===== src/rtl/ahb_regfile_slave.sv =====
// AHB-Lite slave with a small word-addressed register file.
// Register 0 is a read-only ID word. Every OKAY transfer spends WAIT_STATES
// stall cycles before its data phase. Illegal accesses get a two-cycle ERROR
// response and never touch the registers.
module ahb_regfile_slave #(
  parameter int                    ADDR_WIDTH  = 32,
  parameter int                    DATA_WIDTH  = 32,
  parameter int                    NUM_REGS    = 16,
  parameter int                    WAIT_STATES = 1,
  parameter logic [DATA_WIDTH-1:0] ID_VALUE    = 32'hA4B0_0001
) (
  input  logic                        hclk,
  input  logic                        hreset,
  input  logic                        hsel,
  input  logic [ADDR_WIDTH-1:0]       haddr,
  input  logic [1:0]                  htrans,
  input  logic                        hwrite,
  input  logic [2:0]                  hsize,
  input  logic [2:0]                  hburst,
  input  logic [DATA_WIDTH-1:0]       hwdata,
  input  logic                        hready,
  output logic                        hready_resp,
  output logic [1:0]                  hresp,
  output logic [DATA_WIDTH-1:0]       hrdata,
  output logic                        wr_pulse,
  output logic [$clog2(NUM_REGS)-1:0] wr_idx
);

  localparam int IDX_W = $clog2(NUM_REGS);

  typedef enum logic [2:0] {
    ST_IDLE,
    ST_WAIT,
    ST_DATA,
    ST_ERR1,
    ST_ERR2
  } state_t;

  state_t state, next_state;

  logic [DATA_WIDTH-1:0] regs [NUM_REGS];

  logic [IDX_W-1:0] idx_q;
  logic [1:0]       off_q;
  logic [2:0]       size_q;
  logic             write_q;
  logic [2:0]       wait_cnt;

  logic       accept;
  logic       illegal;
  logic [11:0] window_hi;
  logic [3:0] lane_en;
  logic       commit;

  // Burst type and the upper address bits are deliberately ignored.
  logic unused_bits;
  assign unused_bits = ^{hburst, htrans[0], haddr[ADDR_WIDTH-1:12]};

  // A new address phase is taken only for NONSEQ/SEQ while the bus is ready.
  assign accept    = hsel & hready & htrans[1];
  assign window_hi = haddr[11:0] >> (2 + IDX_W);
  assign illegal   = (hsize > 3'd2)
                   | ((hsize == 3'd1) & haddr[0])
                   | ((hsize == 3'd2) & (haddr[1:0] != 2'b00))
                   | (window_hi != 12'd0);

  // Register writes land on the edge that ends DATA; register 0 is never written.
  assign commit = (state == ST_DATA) & write_q & (idx_q != '0);

  // Byte lanes touched by the latched transfer size and offset.
  always_comb begin
    lane_en = 4'b0000;
    case (size_q)
      3'd0:    lane_en[off_q] = 1'b1;
      3'd1:    lane_en = off_q[1] ? 4'b1100 : 4'b0011;
      default: lane_en = 4'b1111;
    endcase
  end

  // State register.
  always_ff @(posedge hclk or posedge hreset) begin
    if (hreset) begin
      state <= ST_IDLE;
    end else begin
      state <= next_state;
    end
  end

  // Next-state logic; IDLE, DATA and ERR2 can all take a pipelined address.
  always_comb begin
    next_state = state;
    case (state)
      ST_IDLE, ST_DATA, ST_ERR2: begin
        if (accept) begin
          if (illegal) begin
            next_state = ST_ERR1;
          end else if (WAIT_STATES > 0) begin
            next_state = ST_WAIT;
          end else begin
            next_state = ST_DATA;
          end
        end else begin
          next_state = ST_IDLE;
        end
      end
      ST_WAIT: begin
        if (wait_cnt == 3'd0) begin
          next_state = ST_DATA;
        end
      end
      ST_ERR1: next_state = ST_ERR2;
      default: next_state = ST_IDLE;
    endcase
  end

  // Response outputs decoded from the current state.
  always_comb begin
    hready_resp = 1'b1;
    hresp       = 2'b00;
    hrdata      = '0;
    case (state)
      ST_WAIT: hready_resp = 1'b0;
      ST_DATA: begin
        if (!write_q) begin
          hrdata = regs[idx_q];
        end
      end
      ST_ERR1: begin
        hready_resp = 1'b0;
        hresp       = 2'b01;
      end
      ST_ERR2: hresp = 2'b01;
      default: ;
    endcase
  end

  // Capture the address-phase controls of each accepted transfer.
  always_ff @(posedge hclk or posedge hreset) begin
    if (hreset) begin
      idx_q   <= '0;
      off_q   <= 2'b00;
      size_q  <= 3'd0;
      write_q <= 1'b0;
    end else if (accept && ((state == ST_IDLE) || (state == ST_DATA) || (state == ST_ERR2))) begin
      idx_q   <= haddr[2 +: IDX_W];
      off_q   <= haddr[1:0];
      size_q  <= hsize;
      write_q <= hwrite;
    end
  end

  // Wait-state counter, loaded on entry to WAIT and counted down inside it.
  always_ff @(posedge hclk or posedge hreset) begin
    if (hreset) begin
      wait_cnt <= 3'd0;
    end else if ((state != ST_WAIT) && (next_state == ST_WAIT)) begin
      wait_cnt <= 3'(WAIT_STATES - 1);
    end else if ((state == ST_WAIT) && (wait_cnt != 3'd0)) begin
      wait_cnt <= wait_cnt - 3'd1;
    end
  end

  // Register file with lane-merged writes and a constant ID word at index 0.
  always_ff @(posedge hclk or posedge hreset) begin
    if (hreset) begin
      for (int i = 0; i < NUM_REGS; i++) begin
        regs[i] <= (i == 0) ? ID_VALUE : '0;
      end
    end else if (commit) begin
      for (int b = 0; b < 4; b++) begin
        if (lane_en[b]) begin
          regs[idx_q][8*b +: 8] <= hwdata[8*b +: 8];
        end
      end
    end
  end

  // One-cycle strobe reporting which register was just written.
  always_ff @(posedge hclk or posedge hreset) begin
    if (hreset) begin
      wr_pulse <= 1'b0;
      wr_idx   <= '0;
    end else begin
      wr_pulse <= commit;
      if (commit) begin
        wr_idx <= idx_q;
      end
    end
  end

endmodule


===== config.mk =====
export PLATFORM = sky130hd
export DESIGN_NAME = ahb_regfile_slave
export DESIGN_NICKNAME = d
export VERILOG_FILES = /design/src/rtl/ahb_regfile_slave.sv
export SDC_FILE = /design/constraint.sdc
export NUM_CORES = 1
export LEC_CHECK = 0
export ABC_CLOCK_PERIOD_IN_PS = 29200
export CAP_MARGIN = 20
export CORE_MARGIN = 3
export CORE_UTILIZATION = 45
export DETAILED_ROUTE_END_ITERATION = 10
export PLACE_DENSITY = 0.66
export SLEW_MARGIN = 25
export SYNTH_ARGS = -nofsm -noshare
export SYNTH_HDL_FRONTEND = slang
export SYNTH_SLANG_ARGS = --single-unit

===== constraint.sdc =====
create_clock -name hclk -period 29.2 [get_ports hclk]
set_input_delay 7.3 -clock hclk [delete_from_list [all_inputs] [get_ports hclk]]
set_output_delay 7.3 -clock hclk [all_outputs]
set_load 0.02 [all_outputs]

==> run summary <==
Hold buffers post-CTS -> 0
Total GRT Usage -> 20.4%
CP delay by family, top -> buffers and inverters
Max-slew headroom -> 35.8%
Post-CTS Resized -> 0
DP Worst Slack -> 17.80 ns
Critical Path RT -> 21.90 ns
Worst path bufs/invs -> 3
Vias in the first global route -> 14,361
Setup Crit Path Kind -> reg -> out
IO Count -> 117
Drt total wl -> 55.6 mm
Highest-delay cell along the critical path -> buf_4
H-Tree Depth -> 2
Layout cells sized above 1 -> 49.0%
Crit end category -> output pin
Tightest Hold Check Type -> reg -> reg
Nets@finish -> 1,632
CTS buffer count -> 56
Dpl cell area -> 25,400 um2
Peak Freq -> 0.0846 GHz
Critical Path Most Common Cell -> buf_4
CP cell instances -> buf_4 -> buf_4 -> mux4_2 -> a22oi_1 -> nand2_1 -> clkdlybuf4s50_1
Critical path endpoint -> hrdata[9]
Static leakage -> 0.0120 uW
Mapped cell area -> 24,100 um2
Yosys reg bits -> 533
First-pass GRT wire length -> 87.9 mm
GPL Wtd Cong -> 0.767
Crit-path max FO -> 46
Setup TNS -> 0 ns
Max-cap viol count -> 0
Min Clock Period, post-route -> 11.82 ns
Most common cell after layout, fill and taps aside -> dfrtp_1
Synthesis Warnings -> 0
Rows -> 84
Top_reg_cell synth -> dfrtp_1
Grt total ovfl -> 0
R2R Path End -> regs[313]$_DFFE_PP0P_
Detail Route Antenna Nets -> 0
Die footprint -> 56,300 um2
Filler instances -> 4,323
TritonCTS clock tree -> yes
Core region area -> 52,800 um2
Remaining DRCs -> 0
Avg Inst Size Synth -> 15.9 um2
Crit path from -> idx_q[0]$_DFFE_PP0P_
Fin area -> 27,300 um2
Number of port buffers -> 91
DRT iter0 DRCs -> 891
Slowest stage delay, CP -> 0.85 ns
Clk Latency, worst-skew pair -> 0.60 ns
Area Growth Syn to Fin -> 13.5%
Tcrit/Tclk final -> 40.5%
Worst Slack Setup Final -> 17.38 ns
Dpl cells -> 2,183
Initial antenna violation count -> 0
Crit. path cell count -> 6
Status -> finished clean
Post-synthesis sequential area ratio -> 55.5%
RSZ-0062 raised after global routing -> no
Largest net degree at the start of global routing -> 136
Hold Vio Cnt, Final -> 0
Worst Skew -> 0.0152 ns
Synth unique cells -> 49
Dpl hpwl -> 33.8 mm
CP arrival -> 4.52 ns
Initial Utilization -> 45.6%
CTS clock-pin slew for the worst setup and hold paths -> 0.06 ns
Routed vias -> 13,232
Post-DR vias/cell -> 5.79
Synth async-reset ratio -> 100%
Total iterations of the first detailed-routing run -> 4
Post-Layout Cell Count -> 2,287
WL/cell -> 24.3 um
Worst r2r src -> idx_q[2]$_DFFE_PP0P_
Reg2reg path depth -> 5
Most frequent cells in the layout -> dfrtp_1, mux2_2, mux4_2
Diodes inserted -> 0
Max Slew Vio Count -> 0
Startpoint Class -> register
EDFF count, synth -> 0
Post-Syn Instances -> 1,517
Die X -> 237 um
Final setup fails -> 0
Worst-margin pin slew -> 0.963 ns
P per Cell Area -> 80.5 nW/um2
Clk buf depth -> 3
VDD IR-drop max -> 0.0439 mV
# Post-CTS Setup Buffers -> 0
DIE HEIGHT -> 237 um
Clk sink count -> 533
Reg2reg setup slack -> 25.55 ns
Syn nets -> 1,596
CTS root buf -> clkbuf_16
==> area by class of cell <==
| type | instances | area (um2) | share of cell area, % |
|---|---|---|---|
| timing repair buffer | 108 | 1050 | 3.83 |
| inverter | 9 | 46.3 | 0.170 |
| sequential | 533 | 13400 | 48.9 |
| multi-input combinational | 845 | 10100 | 37.1 |
| tap | 688 | 861 | 3.15 |
| clock inverter | 13 | 143 | 0.522 |
| clock buffer | 91 | 1710 | 6.28 |
==> per-layer routing <==
layer / wire [um] / global-route usage [%]
met1: 24600 / 28.4
met3: 1990 / 2.77
met2: 27700 / 33.9
met5: 0 / 0
met4: 1320 / 5.68
==> worst min-delay path by stage <==
stage	startpoint	endpoint	slack (ns)	depth (start not counted)
finish	regs[509]$_DFFE_PP1P_	regs[509]$_DFFE_PP1P_	0.37	0
global route	regs[509]$_DFFE_PP1P_	regs[509]$_DFFE_PP1P_	0.37	0
CTS	regs[503]$_DFFE_PP1P_	regs[503]$_DFFE_PP1P_	0.37	0
detailed placement	regs[503]$_DFFE_PP1P_	regs[503]$_DFFE_PP1P_	0.36	0
global placement	regs[509]$_DFFE_PP1P_	regs[509]$_DFFE_PP1P_	0.36	0
floorplan	regs[481]$_DFFE_PP0P_	regs[481]$_DFFE_PP0P_	0.42	1
==> metrics by stage <==
| step | total power [uW] | hold WS, ns | util (%) |
|---|---|---|---|
| after floorplan | 1370 | 0.425 | - |
| after global placement | 1490 | 0.356 | 48.2 |
| after detailed placement | 1510 | 0.357 | 48.2 |
| after CTS | 2230 | 0.366 | 51.7 |
| after global routing | 2310 | 0.369 | 51.8 |
| final | 2200 | 0.365 | 51.8 |
==> kinds of logic (layout without fill, tap and decap cells) <==
logic type,after synthesis,count (layout),synth area share (%)
AND/OR/NAND/NOR,141,141,4.33
XOR/XNOR,2,2,0.0728
flip-flops,533,533,55.5
buffers and inverters,139,221,2.53
adder cells (fa/ha/maj),2,2,0.104
AO/OA/AOI/OAI,78,78,2.38
multiplexers,621,621,35.1
other,1,1,0.0156
==> state kept, by name, summed over array words and instances (netlist names) <==
| signal | cells |
|---|---|
| idx_q | 4 |
| off_q | 2 |
| regs | 512 |
| size_q | 3 |
| state | 3 |
| wait_cnt | 3 |
| wr_idx | 4 |
| wr_pulse | 1 |
| write_q | 1 |
==> Yosys cell counts, types with 10 or more instances <==
cell / number / area share, %
clkbuf_1: 76 / 1.2
a22oi_1: 64 / 2.0
nand3_2: 15 / 0.62
buf_2: 39 / 0.81
nand3_1: 14 / 0.29
nor3_4: 18 / 1.2
mux2_2: 482 / 23
nand2_1: 37 / 0.58
dfrtp_1: 526 / 55
mux4_2: 128 / 12
nor2_2: 11 / 0.29
nor2_1: 10 / 0.16
==> power breakdown <==
part / total (uW) / switching [uW] / internal (uW)
clock network: 710 / 284 / 425
registers: 953 / 95.4 / 858
logic: 537 / 249 / 287
total: 2200 / 629 / 1570
Note: power is estimated with default switching activity, not from simulation.
